[src/rtl/cpu_pkg.sv]
// Shared types and constants for the BCD display sequencer.
package cpu_pkg;

  typedef enum logic [1:0] {
    IDLE = 2'd0,
    CONV = 2'd1,
    DONE = 2'd2
  } state_t;

  // Active-low gfedcba, all segments off.
  localparam logic [6:0] SEG_BLANK = 7'b1111111;

  // Active-low gfedcba codes for digits 0..9.
  localparam logic [6:0] SEG_TABLE [10] = '{
    7'b1000000, 7'b1111001, 7'b0100100, 7'b0110000, 7'b0011001,
    7'b0010010, 7'b0000010, 7'b1111000, 7'b0000000, 7'b0010000
  };

  // Double-dabble correction: a nibble of 5 or more would carry wrongly after the shift.
  function automatic logic [3:0] dabble(input logic [3:0] nib);
    return (nib >= 4'd5) ? (nib + 4'd3) : nib;
  endfunction

endpackage

[src/rtl/seg7_enc.sv]
// Combinational BCD digit to active-low seven-segment encoder with blanking.
module seg7_enc
  import cpu_pkg::*;
(
  input  logic [3:0] digit,
  input  logic       blank,
  output logic [6:0] seg
);

  // Non-decimal nibbles and blanked digits both show nothing.
  always_comb begin
    seg = SEG_BLANK;
    if (!blank && (digit <= 4'd9)) begin
      seg = SEG_TABLE[digit];
    end
  end

endmodule

[src/rtl/y_bcd_seq.sv]
// Sequential binary-to-BCD converter (shift-and-add-3) driving three seven-segment digits.
// Outputs only change on the cycle after DONE, so the displays never show partial results.
module y_bcd_seq
  import cpu_pkg::*;
#(
  parameter int unsigned WIDTH    = 9,
  parameter bit          BLANK_LZ = 1'b0
) (
  input  logic             clk,
  input  logic             rst,
  input  logic             start,
  input  logic [WIDTH-1:0] y_in,
  output logic             busy,
  output logic             done,
  output logic [3:0]       bcd_hund,
  output logic [3:0]       bcd_ten,
  output logic [3:0]       bcd_one,
  output logic [6:0]       seg_hund,
  output logic [6:0]       seg_ten,
  output logic [6:0]       seg_one
);

  // {BCD hundreds, tens, ones, binary operand}
  localparam int unsigned SW = 12 + WIDTH;

  state_t          state_q, state_d;
  logic [SW-1:0]   sr_q, sr_d, sr_adj;
  logic [3:0]      cnt_q, cnt_d;
  logic [3:0]      hund_q, ten_q, one_q;
  logic            done_q;
  logic            blank_hund, blank_ten;

  // Next-state, shift register and iteration counter.
  always_comb begin
    state_d = state_q;
    sr_d    = sr_q;
    cnt_d   = cnt_q;
    sr_adj  = sr_q;
    sr_adj[SW-1 -: 4] = dabble(sr_q[SW-1 -: 4]);
    sr_adj[SW-5 -: 4] = dabble(sr_q[SW-5 -: 4]);
    sr_adj[SW-9 -: 4] = dabble(sr_q[SW-9 -: 4]);
    case (state_q)
      IDLE: begin
        if (start) begin
          sr_d    = {12'd0, y_in};
          cnt_d   = '0;
          state_d = CONV;
        end
      end
      CONV: begin
        sr_d  = {sr_adj[SW-2:0], 1'b0};
        cnt_d = cnt_q + 4'd1;
        if (cnt_q == 4'(WIDTH - 1)) begin
          state_d = DONE;
        end
      end
      DONE: state_d = IDLE;
      default: state_d = IDLE;
    endcase
  end

  // State registers; the digit latch and done pulse follow the DONE state by one edge.
  always_ff @(posedge clk) begin
    if (rst) begin
      state_q <= IDLE;
      sr_q    <= '0;
      cnt_q   <= '0;
      done_q  <= 1'b0;
      hund_q  <= '0;
      ten_q   <= '0;
      one_q   <= '0;
    end else begin
      state_q <= state_d;
      sr_q    <= sr_d;
      cnt_q   <= cnt_d;
      done_q  <= (state_q == DONE);
      if (state_q == DONE) begin
        hund_q <= sr_q[SW-1 -: 4];
        ten_q  <= sr_q[SW-5 -: 4];
        one_q  <= sr_q[SW-9 -: 4];
      end
    end
  end

  // Leading-zero blanking looks only at the latched digits.
  always_comb begin
    blank_hund = BLANK_LZ && (hund_q == 4'd0);
    blank_ten  = BLANK_LZ && (hund_q == 4'd0) && (ten_q == 4'd0);
  end

  assign busy     = (state_q == CONV) || (state_q == DONE);
  assign done     = done_q;
  assign bcd_hund = hund_q;
  assign bcd_ten  = ten_q;
  assign bcd_one  = one_q;

  seg7_enc u_enc_hund (
    .digit (hund_q),
    .blank (blank_hund),
    .seg   (seg_hund)
  );

  seg7_enc u_enc_ten (
    .digit (ten_q),
    .blank (blank_ten),
    .seg   (seg_ten)
  );

  seg7_enc u_enc_one (
    .digit (one_q),
    .blank (1'b0),
    .seg   (seg_one)
  );

endmodule

[config.mk]
export PLATFORM = sky130hd
export DESIGN_NAME = y_bcd_seq
export DESIGN_NICKNAME = d
export VERILOG_FILES = /design/src/rtl/cpu_pkg.sv /design/src/rtl/seg7_enc.sv /design/src/rtl/y_bcd_seq.sv
export SDC_FILE = /design/constraint.sdc
export NUM_CORES = 1
export LEC_CHECK = 0
export ABC_AREA = 1
export BUFFER_PORTS_ARGS = -buffer_cell sky130_fd_sc_hd__buf_2
export CAP_MARGIN = 20
export CORE_MARGIN = 5
export CORE_UTILIZATION = 50
export CTS_CLUSTER_DIAMETER = 30
export DETAILED_ROUTE_END_ITERATION = 6
export PLACE_DENSITY_LB_ADDON = 0.12
export RECOVER_POWER = 50
export SETUP_SLACK_MARGIN = 0.1
export SKIP_LAST_GASP = 1
export SLEW_MARGIN = 20
export SYNTH_ARGS = -nofsm -noshare
export SYNTH_HDL_FRONTEND = slang
export SYNTH_SLANG_ARGS = --single-unit
export TNS_END_PERCENT = 100
[constraint.sdc]
create_clock -name clk -period 3.1 [get_ports clk]
set_input_delay 0.31 -clock clk [delete_from_list [all_inputs] [get_ports clk]]
set_output_delay 0.31 -clock clk [all_outputs]
set_load 0.01 [all_outputs]
# Word level (Yosys, flattened, before mapping)
# Memory sizes are Yosys's and may differ from the RTL's.
# Index checks and enable logic that the tools add are counted.
[totals]
register_bits = 40
romBits = 336
elab_cells = 55
mem_count = 3
[mem_list]
columns = ["name", "depth", "width", "rd", "rd_ports_with_merged_regs", "write_ports", "line_no", "rtl"]
rows = [
  ["(no name shown)", 16, 7, 1, 0, 0, "seg7_enc.sv:14", "seg = SEG_TABLE[digit];"],
  ["(no name shown)", 16, 7, 1, 0, 0, "seg7_enc.sv:14", ""],
  ["(no name shown)", 16, 7, 1, 0, 0, "seg7_enc.sv:14", ""],
]
[op_classes]
add_sub_neg = 4
order_cmp = 9
n_eq_ne = 5
n_mux = 19
bitwise = 3
reduce_logical = 5
[op_table]
columns = ["operator", "count"]
rows = [
  ["7-bit two-way mux", 9],
  ["21-bit one-hot mux with 2 select lines", 1],
  ["21-bit two-way mux", 1],
  ["5-bit >= comparator (second input constant)", 3],
  ["4-bit inverter with 5-bit output", 3],
  ["4-bit by 3-bit >= comparator with 1-bit output (second input constant)", 3],
  ["4-bit <= comparator (second input constant)", 3],
  ["4-bit two-way mux", 3],
  ["4-bit by 2-bit adder with 4-bit output (second input constant)", 2],
  ["4-bit one-hot mux with 2 select lines", 1],
  ["4-bit by 1-bit adder with 4-bit output (second input constant)", 1],
  ["4-bit == test (second input constant)", 1],
  ["2-bit two-way mux", 2],
  ["2-bit inequality test (second input constant)", 2],
  ["2-bit one-hot mux with 2 select lines", 1],
  ["2-bit AND reduction", 2],
  ["3-bit by 2-bit adder with 3-bit output (second input constant)", 1],
  ["3-bit two-way mux", 1],
  ["2-bit by 1-bit == test with 1-bit output (second input constant)", 1],
  ["2-bit == test (second input constant)", 1],
  ["2-bit zero test", 1],
  ["2-bit nonzero test", 1],
  ["1-bit logical OR", 1],
]

# Depth between registers and ports, before layout
# Gate-level depths: netlist of run 1.
[depth]
depth_word = 5
ltp_mapped = 9
mapped_depth_nobuf = 9

# By module
# From an unflattened synthesis of run 1, not the netlist that was laid out.
[hier_totals]
cells_unflattened = 390
area_unflattened_um2 = 2693.8
[by_module_without_submodules]
columns = ["mod", "instances", "cells_each", "area_each_um2"]
rows = [
  ["y_bcd_seq", 1, 270, 1973.1],
  ["seg7_enc", 3, 40, 240.2],
]

# Worst setup path before layout of run 1
# Ideal clock, no wire load.
[synth_path]
path_type = "reg-to-output"
start = "reg one_q[0] (netlist: bcd_one[0])"
end = "out seg_one[4]"
arrival_time_ns = 1.274
setup_slack_ns = 1.516
path_stages_with_launch = 4
path_buffers = 0
path_cell_list = "dfxtp_1 > inv_1 > ha_1 > o311ai_0"
[synth_between]
elab_chain_len = 5
elab_cells_between_ends = 6
[synth_lines]
columns = ["element", "line_no", "rtl"]
rows = [
  ["start: declaration", "y_bcd_seq.sv:29", "logic [3:0] hund_q, ten_q, one_q;"],
  ["start signal: assignment", "y_bcd_seq.sv:80", "one_q <= sr_q[SW-9 -: 4];"],
  ["4-bit inverter with 5-bit output (not written as such)", "seg7_enc.sv:14", ""],
  ["memory read 16 x 7 bit", "n/a", ""],
  ["7-bit two-way mux (not written as such) (2 in series)", "seg7_enc.sv:14", ""],
  ["7-bit two-way mux (*)", "seg7_enc.sv:13", "if (!blank && (digit <= 4'd9)) begin"],
  ["end: declaration", "y_bcd_seq.sv:20", "output logic [6:0] seg_one"],
]
# Mark *: on every way between the ends. The rest lies on a longest branch, timed or not. The select of a mux whose other input is x is not followed.

# Worst setup path after layout of run 1
[layout_path]
start = "reg state_q[1]"
end = "reg sr_q[11]"
[layout_between]
elab_chain_len = 3
elab_cells_between_ends = 6
[layout_lines]
columns = ["element", "line_no", "rtl"]
rows = [
  ["start: declaration", "y_bcd_seq.sv:26", "state_t state_q, state_d;"],
  ["start signal: assignment", "y_bcd_seq.sv:73", "state_q <= state_d;"],
  ["2-bit by 1-bit == test with 1-bit output or 2-bit zero test (tied branches)", "y_bcd_seq.sv:42", "case (state_q)"],
  ["2-bit nonzero test (no source line) or 2-bit inequality test (tied branches)", "n/a", ""],
  ["2-bit AND reduction (no source line)", "n/a", ""],
  ["end signal: assignment", "y_bcd_seq.sv:74", "sr_q <= sr_d;"],
  ["end: declaration", "y_bcd_seq.sv:27", "logic [SW-1:0] sr_q, sr_d, sr_adj;"],
]
# Parallel ways exist; a longest one is shown, timed or not.
# A chain may end at the register's enable or synchronous reset.

==> flow_metrics.env, run 1 <==
export IMPL_worst_path_buf_inv=2
export IMPL_synth_area_mm2=0.00237
export IMPL_wl_mm=4.83
export IMPL_r2r_cells=7
export IMPL_reg2reg_slack_ps=980
export IMPL_maxCapViolations=0
export IMPL_grt_pass1_vias=1945
export IMPL_synth_simple_area_share=0.232
export IMPL_criticalPathCategory="flip-flop to flip-flop"
export IMPL_power_density_mw_per_mm2=785
export IMPL_synthXorXnorAreaFrac=0
export IMPL_cts_clk_slew_worst_paths_ps=70
export IMPL_grt_start_max_net_pins=26
export IMPL_synth_fp_nets=377
export IMPL_fmax_ghz=0.471
export IMPL_leakage_nw=1.24
export IMPL_synth_seq_cells=40
export IMPL_via_per_inst=5.03
export IMPL_cts_tree="done"
export IMPL_tns_ps=0
export IMPL_drv_slew=0
export IMPL_synth_most_common_cell="nand2_1"
export IMPL_critPathMaxStageDelay_ps=510
export IMPL_synthAdderAreaFrac=0.137
export IMPL_root_buffer="clkbuf_8"
export IMPL_cp_data_required_time_ps=3270
export IMPL_cp_startpoint="state_q[1]$_SDFFE_PP0P_"
export IMPL_grt_usage=0.162
export IMPL_grt_pass1_wl_mm=8.28
export IMPL_min_path_type="primary input to flip-flop"
export IMPL_nets=418
export IMPL_start_util=0.510
export IMPL_cts_made_buffers=5
export IMPL_die_h_um=78.9
export IMPL_finalCriticalPeriod_ps=2120
export IMPL_syn_inst=339
export IMPL_dieArea_mm2=0.00623
export IMPL_synth_edff_count=0
export IMPL_hold_viol=0
export IMPL_numPortBuffers=46
export IMPL_synth_compound_area_share=0.193
export IMPL_reg2reg_from="state_q[1]$_SDFFE_PP0P_"
export IMPL_yosys_top_cells_area="dfxtp_1, ha_1, nand2_1"
export IMPL_core_area_mm2=0.00466
export IMPL_n_antenna_cell=0
export IMPL_async_reset_ff_frac=0
export IMPL_antenna_found_initial=0
export IMPL_muxShareOfSynthArea=0
export IMPL_synth_seq_area_share=0.337
export IMPL_rsz0062_at_grt="false"
export IMPL_fin_hold_ws_ps=284
export IMPL_ant_nets=0
export IMPL_path_depth=7
export IMPL_drive_gt1_frac=0.118
export IMPL_vias=2189
export IMPL_io_pin_count=47
export IMPL_ys_warn_count=0
export IMPL_clockBufferDepth=2
export IMPL_syn_area_per_cell_um2=7.01
export IMPL_die_w_um=78.9
export IMPL_synth_top_family_by_area="simple AND/OR/NAND/NOR gates"
export IMPL_max_slew_margin=0.498
export IMPL_setup_violations=0
export IMPL_drt_initial_drc_count=61
export IMPL_drt_wirelength_per_cell_um=11.1
export IMPL_cp_max_fo=24
export IMPL_first_pass_iters=4
export IMPL_crit_path_start_kind="flip-flop"
export IMPL_synth_distinct_cells=22
export IMPL_synth_flop_cell="dfxtp_1"
export IMPL_worstMarginPinSlew_ps=752
export IMPL_clkLatencyLatePin_ps=290
export IMPL_synthTopCellsByCount="nand2_1, o21ai_0, inv_1"
export IMPL_timing_rr_end="sr_q[11]$_SDFFE_PP0P_"
export IMPL_gp_congestion=0.778
export IMPL_cp_arrival_ps=2290
export IMPL_cp_slowest_cell="nand2_1"
export IMPL_area_growth_pct=12.4
export IMPL_ctsHoldBuffers=0
export IMPL_finalClockSkew_ps=7.31
export IMPL_outcome="complete, no violations"
export IMPL_drc=0
export IMPL_synth_top_area_share=0.337
export IMPL_cts_resized=0
export IMPL_clock_sinks=40
export IMPL_grt_overflow_total=0
export IMPL_dp_hpwl_mm=3.50
export IMPL_crit_chain="inv_1 -> ha_1 -> nand2_2 -> nand2_1 -> inv_1 -> nand2_1 -> a21oi_1"
export IMPL_std_cell_rows=25
export IMPL_irDropWorstVdd_uv=391
export IMPL_fin_crit_sh=0.685
export IMPL_synth_top_area_cell="dfxtp_1"
export IMPL_crit_path_end_kind="flip-flop"
export IMPL_crit_family="simple AND/OR/NAND/NOR gates"
export IMPL_h_tree_depth=2
export IMPL_crit_path_end="sr_q[11]$_SDFFE_PP0P_"
export IMPL_post_cts_buffers=0
export IMPL_final_util=0.573
[layout make-up]
| type | instances | area (um^2) |
|---|---|---|
| clock buffers | 6 | 82.6 |
| clock inverters | 2 | 10.0 |
| fillers | 469 | 1990 |
| inverters | 45 | 169 |
| multi-input cells | 242 | 1330 |
| flip-flops and latches | 40 | 801 |
| well taps | 54 | 67.6 |
| repair buffers | 46 | 213 |
[worst min-delay path by stage]
stage                            end                   from  cells after the start
6_report        sr_q[5]$_SDFFE_PP0P_                y_in[5]                      3
3_3_place_gp   sr_q[20]$_SDFFE_PP0P_  sr_q[20]$_SDFFE_PP0P_                      2
4_1_cts         sr_q[0]$_SDFFE_PP0P_                y_in[0]                      3
3_5_place_dp   sr_q[20]$_SDFFE_PP0P_  sr_q[20]$_SDFFE_PP0P_                      2
5_1_grt         sr_q[6]$_SDFFE_PP0P_                y_in[6]                      3
2_1_floorplan   sr_q[9]$_SDFFE_PP0P_   sr_q[8]$_SDFFE_PP0P_                      2
[cell usage in the layout (no fill, tap or decap)]
cell	netlist	final
inv_1	42	43
o311ai_0	3	3
nand2_1	72	73
clkinv_2	0	2
ha_1	26	26
a31oi_1	8	8
inv_2	3	2
nand4_1	6	6
nor2_4	1	1
clkbuf_8	0	6
o21ai_0	48	48
nand2_2	1	1
nand3_1	23	23
dfxtp_1	40	40
clkbuf_1	3	14
nor3_1	2	2
nor2_2	1	1
nor2_1	22	22
a211oi_1	1	1
a21oi_1	27	27
buf_2	5	32
[cell families (layout without fill, tap and decap cells)]
group / count (synthesis) / after routing
compound gates: 87 / 87
fa+ha+maj: 26 / 26
buf+inv: 57 / 99
flops: 40 / 40
simple gates: 129 / 129
[power by group]
group          switching, mW  internal (mW)
registers              0.105          0.633
clock network          0.178          0.178
logic                  0.645          0.358
total                  0.928           1.17
[stage by stage]
stage	area, um^2	total power [mW]	setup slack, ps	std cells
3_3_place_gp	2600	1.77	1440	427
5_1_grt	2670	2.30	716	435
4_1_cts	2700	2.15	1150	435
6_report	2670	2.10	977	435
2_1_floorplan	2370	1.48	1520	339
3_5_place_dp	2600	1.79	1370	427
[worst reg2reg max path, delay by kind of cell (launching register included)]
| kind | cells | cell delay, ps |
|---|---|---|
| AND/OR/NAND/NOR | 3 | 730 |
| buffers and inverters | 2 | 470 |
| adder cells (fa/ha/maj) | 1 | 400 |
| flip-flops | 1 | 330 |
| AO/OA/AOI/OAI | 1 | 70 |
[state kept, by name, summed over array words and instances, names as in the netlist]
register,cells
done,1
bcd_ten,4
bcd_one,4
bcd_hund,4
state_q,2
sr_q,21
cnt_q,4
[per-layer routing]
metal,track usage,vias up,wire length (um)
met3,0.0374,5,271
li1,-,1195,-
met2,0.260,46,2050
met4,0.0619,0,73
met5,0,-,0
met1,0.212,943,2440
No activity file was read; power rests on OpenSTA's default activity.
==> run 2: changes to the inputs <==
==> constraint.sdc (replaced) <==
create_clock -name clk -period 1.7 [get_ports clk]
set_input_delay 0.17 -clock clk [delete_from_list [all_inputs] [get_ports clk]]
set_output_delay 0.17 -clock clk [all_outputs]
set_load 0.01 [all_outputs]
==> run 2 against run 1 <==
Net effect: register-to-register slack worse by 800 ps; die area unchanged; combinational power up 140%; via count up 6.8%; largest power group unchanged; global-route usage up 0.45 points; worst hold slack worse by 150 ps; largest cell class unchanged; final area up 15%.
==> flow_metrics.env, run 2 (synthesized netlist as in run 1, its figures left out) <==
export IMPL_hold_viol=0
export IMPL_busiest_layer="met2"
export IMPL_criticalPathCategory="flip-flop to output port"
export IMPL_largest_register_ffs=21
export IMPL_drive_gt1_frac=0.255
export IMPL_cts_clk_slew_worst_paths_ps=80
export IMPL_grt_start_max_net_pins=26
export IMPL_clock_sinks=40
export IMPL_finalCriticalPeriod_ps=1580
export IMPL_min_path_type="primary input to flip-flop"
export IMPL_outcome="complete, no violations"
export IMPL_fin_crit_sh=0.929
export IMPL_setup_violations=0
export IMPL_leakage_nw=1.42
export IMPL_area_growth_pct=29.0
export IMPL_grt_use_met1=0.209
export IMPL_fin_ws_ps=120
export IMPL_clkLatencyLatePin_ps=290
export IMPL_maxCapViolations=0
export IMPL_die_h_um=78.9
export IMPL_cp_data_required_time_ps=1530
export IMPL_rsz0062_at_grt="true"
export IMPL_met3_usage=0.0295
export IMPL_grt_pass1_vias=2019
export IMPL_via_per_inst=5.19
export IMPL_ant_nets=0
export IMPL_root_buffer="clkbuf_8"
export IMPL_drt_wirelength_per_cell_um=11.6
export IMPL_seq_area_um2=816
export IMPL_ctsHoldBuffers=0
export IMPL_grt_pass1_wl_mm=8.54
export IMPL_n_antenna_cell=0
export IMPL_nets=433
export IMPL_first_pass_iters=4
export IMPL_die_w_um=78.9
export IMPL_numPortBuffers=46
export IMPL_clockBufferDepth=2
export IMPL_antenna_found_initial=0
export IMPL_final_common_cell="nand2_1"
export IMPL_core_area_mm2=0.00466
export IMPL_fmax_ghz=0.633
export IMPL_cts_tree="done"
export IMPL_finalClockSkew_ps=5.34
export IMPL_power_density_mw_per_mm2=1580
export IMPL_dieArea_mm2=0.00623
export IMPL_std_cell_rows=25
export IMPL_h_tree_depth=2
export IMPL_cp_arrival_ps=1410
export IMPL_cts_made_buffers=5
export IMPL_worstMarginPinSlew_ps=736
export IMPL_grt_usage=0.167
export IMPL_dp_hpwl_mm=3.56
export IMPL_wl_mm=5.21
export IMPL_use_met2=0.288
export IMPL_io_pin_count=47
export IMPL_max_slew_margin=0.509
export IMPL_largest_register="sr_q"
export IMPL_tns_ps=0
export IMPL_gp_congestion=0.809
export IMPL_mostFrequentLayoutCells="nand2_1, buf_2, dfxtp_1"
export IMPL_start_util=0.510
export IMPL_grt_overflow_total=0
export IMPL_crit_path_start_kind="flip-flop"
export IMPL_fillers=432
export IMPL_vias=2337
export IMPL_irDropWorstVdd_uv=992
export IMPL_drv_slew=0
export IMPL_drc=0
export IMPL_cp_max_fo=7
export IMPL_crit_path_end_kind="output port"
export IMPL_pre_cts_ws_ps=198
export IMPL_drt_initial_drc_count=81
export IMPL_multi_input_area_mm2=0.00149
## run 2: cell types whose count changed in the layout (fill, tap and decap cells not counted), moves of 8 or more
cell      delta
buf_4       +14
ha_1         -8
o21ai_0     -13
inv_1        -8
o21ai_1     +11
buf_2        +9
clkbuf_1     -9
## run 2: critical path, cell delays in order, from the launching register on
cell      delay (ps)
dfxtp_1          390
inv_4             70
ha_2             180
nand2_2           80
nand3_4          120
o311ai_4         110
buf_2            170
## run 2: worst paths after layout
check	cells past startpoint	slack (ps)	startpoint	to
hold reg to reg	2	470	sr_q[18]$_SDFFE_PP0P_	sr_q[18]$_SDFFE_PP0P_
setup / recovery	6	120	bcd_one[1]$_SDFFE_PP0P_	seg_one[4]
hold / removal	3	140	y_in[6]	sr_q[6]$_SDFFE_PP0P_
setup reg to reg	10	180	state_q[0]$_SDFFE_PP0P_	sr_q[13]$_SDFFE_PP0P_
## run 2: repair_timing
action / 4_1_cts / 5_1_grt
gates resized for setup: 23 / 49
setup buffers: 7 / 5
endpoints found under the setup margin: 21 / 43
pin swaps: 4 / 9
## run 2: through the flow
step                      cells   util  hold slack (ps)  cell area (um^2)  power, mW
after floorplan             339      -              330              2370       2.70
after global placement      430  0.563              440              2630       3.27
after detailed placement    430  0.563              447              2630       3.31
after CTS                   445  0.618              127              2880       4.54
after global routing        450  0.657              136              3060       5.26
final                       450  0.657              137              3060       4.85
## run 2: cell type report
type,instances,share of cell area
Tap cell,54,0.0220
Sequential cell,40,0.266
Timing Repair Buffer,61,0.114
Clock buffer,5,0.0225
Multi-Input combinational cell,242,0.485
Clock inverter,3,0.0294
Inverter,45,0.0612
## run 2: layer usage
metal  part of all wire  up-vias
met1               0.48     1037
li1                   -     1238
met4              0.012        0
met2               0.46       54
met5                  0        -
met3              0.046        8
## run 2: report_power, final
part	internal (mW)	switching, mW	total, mW
sequential	1.17	0.216	1.39
clock	0.734	0.333	1.07
combinational	0.979	1.42	2.40
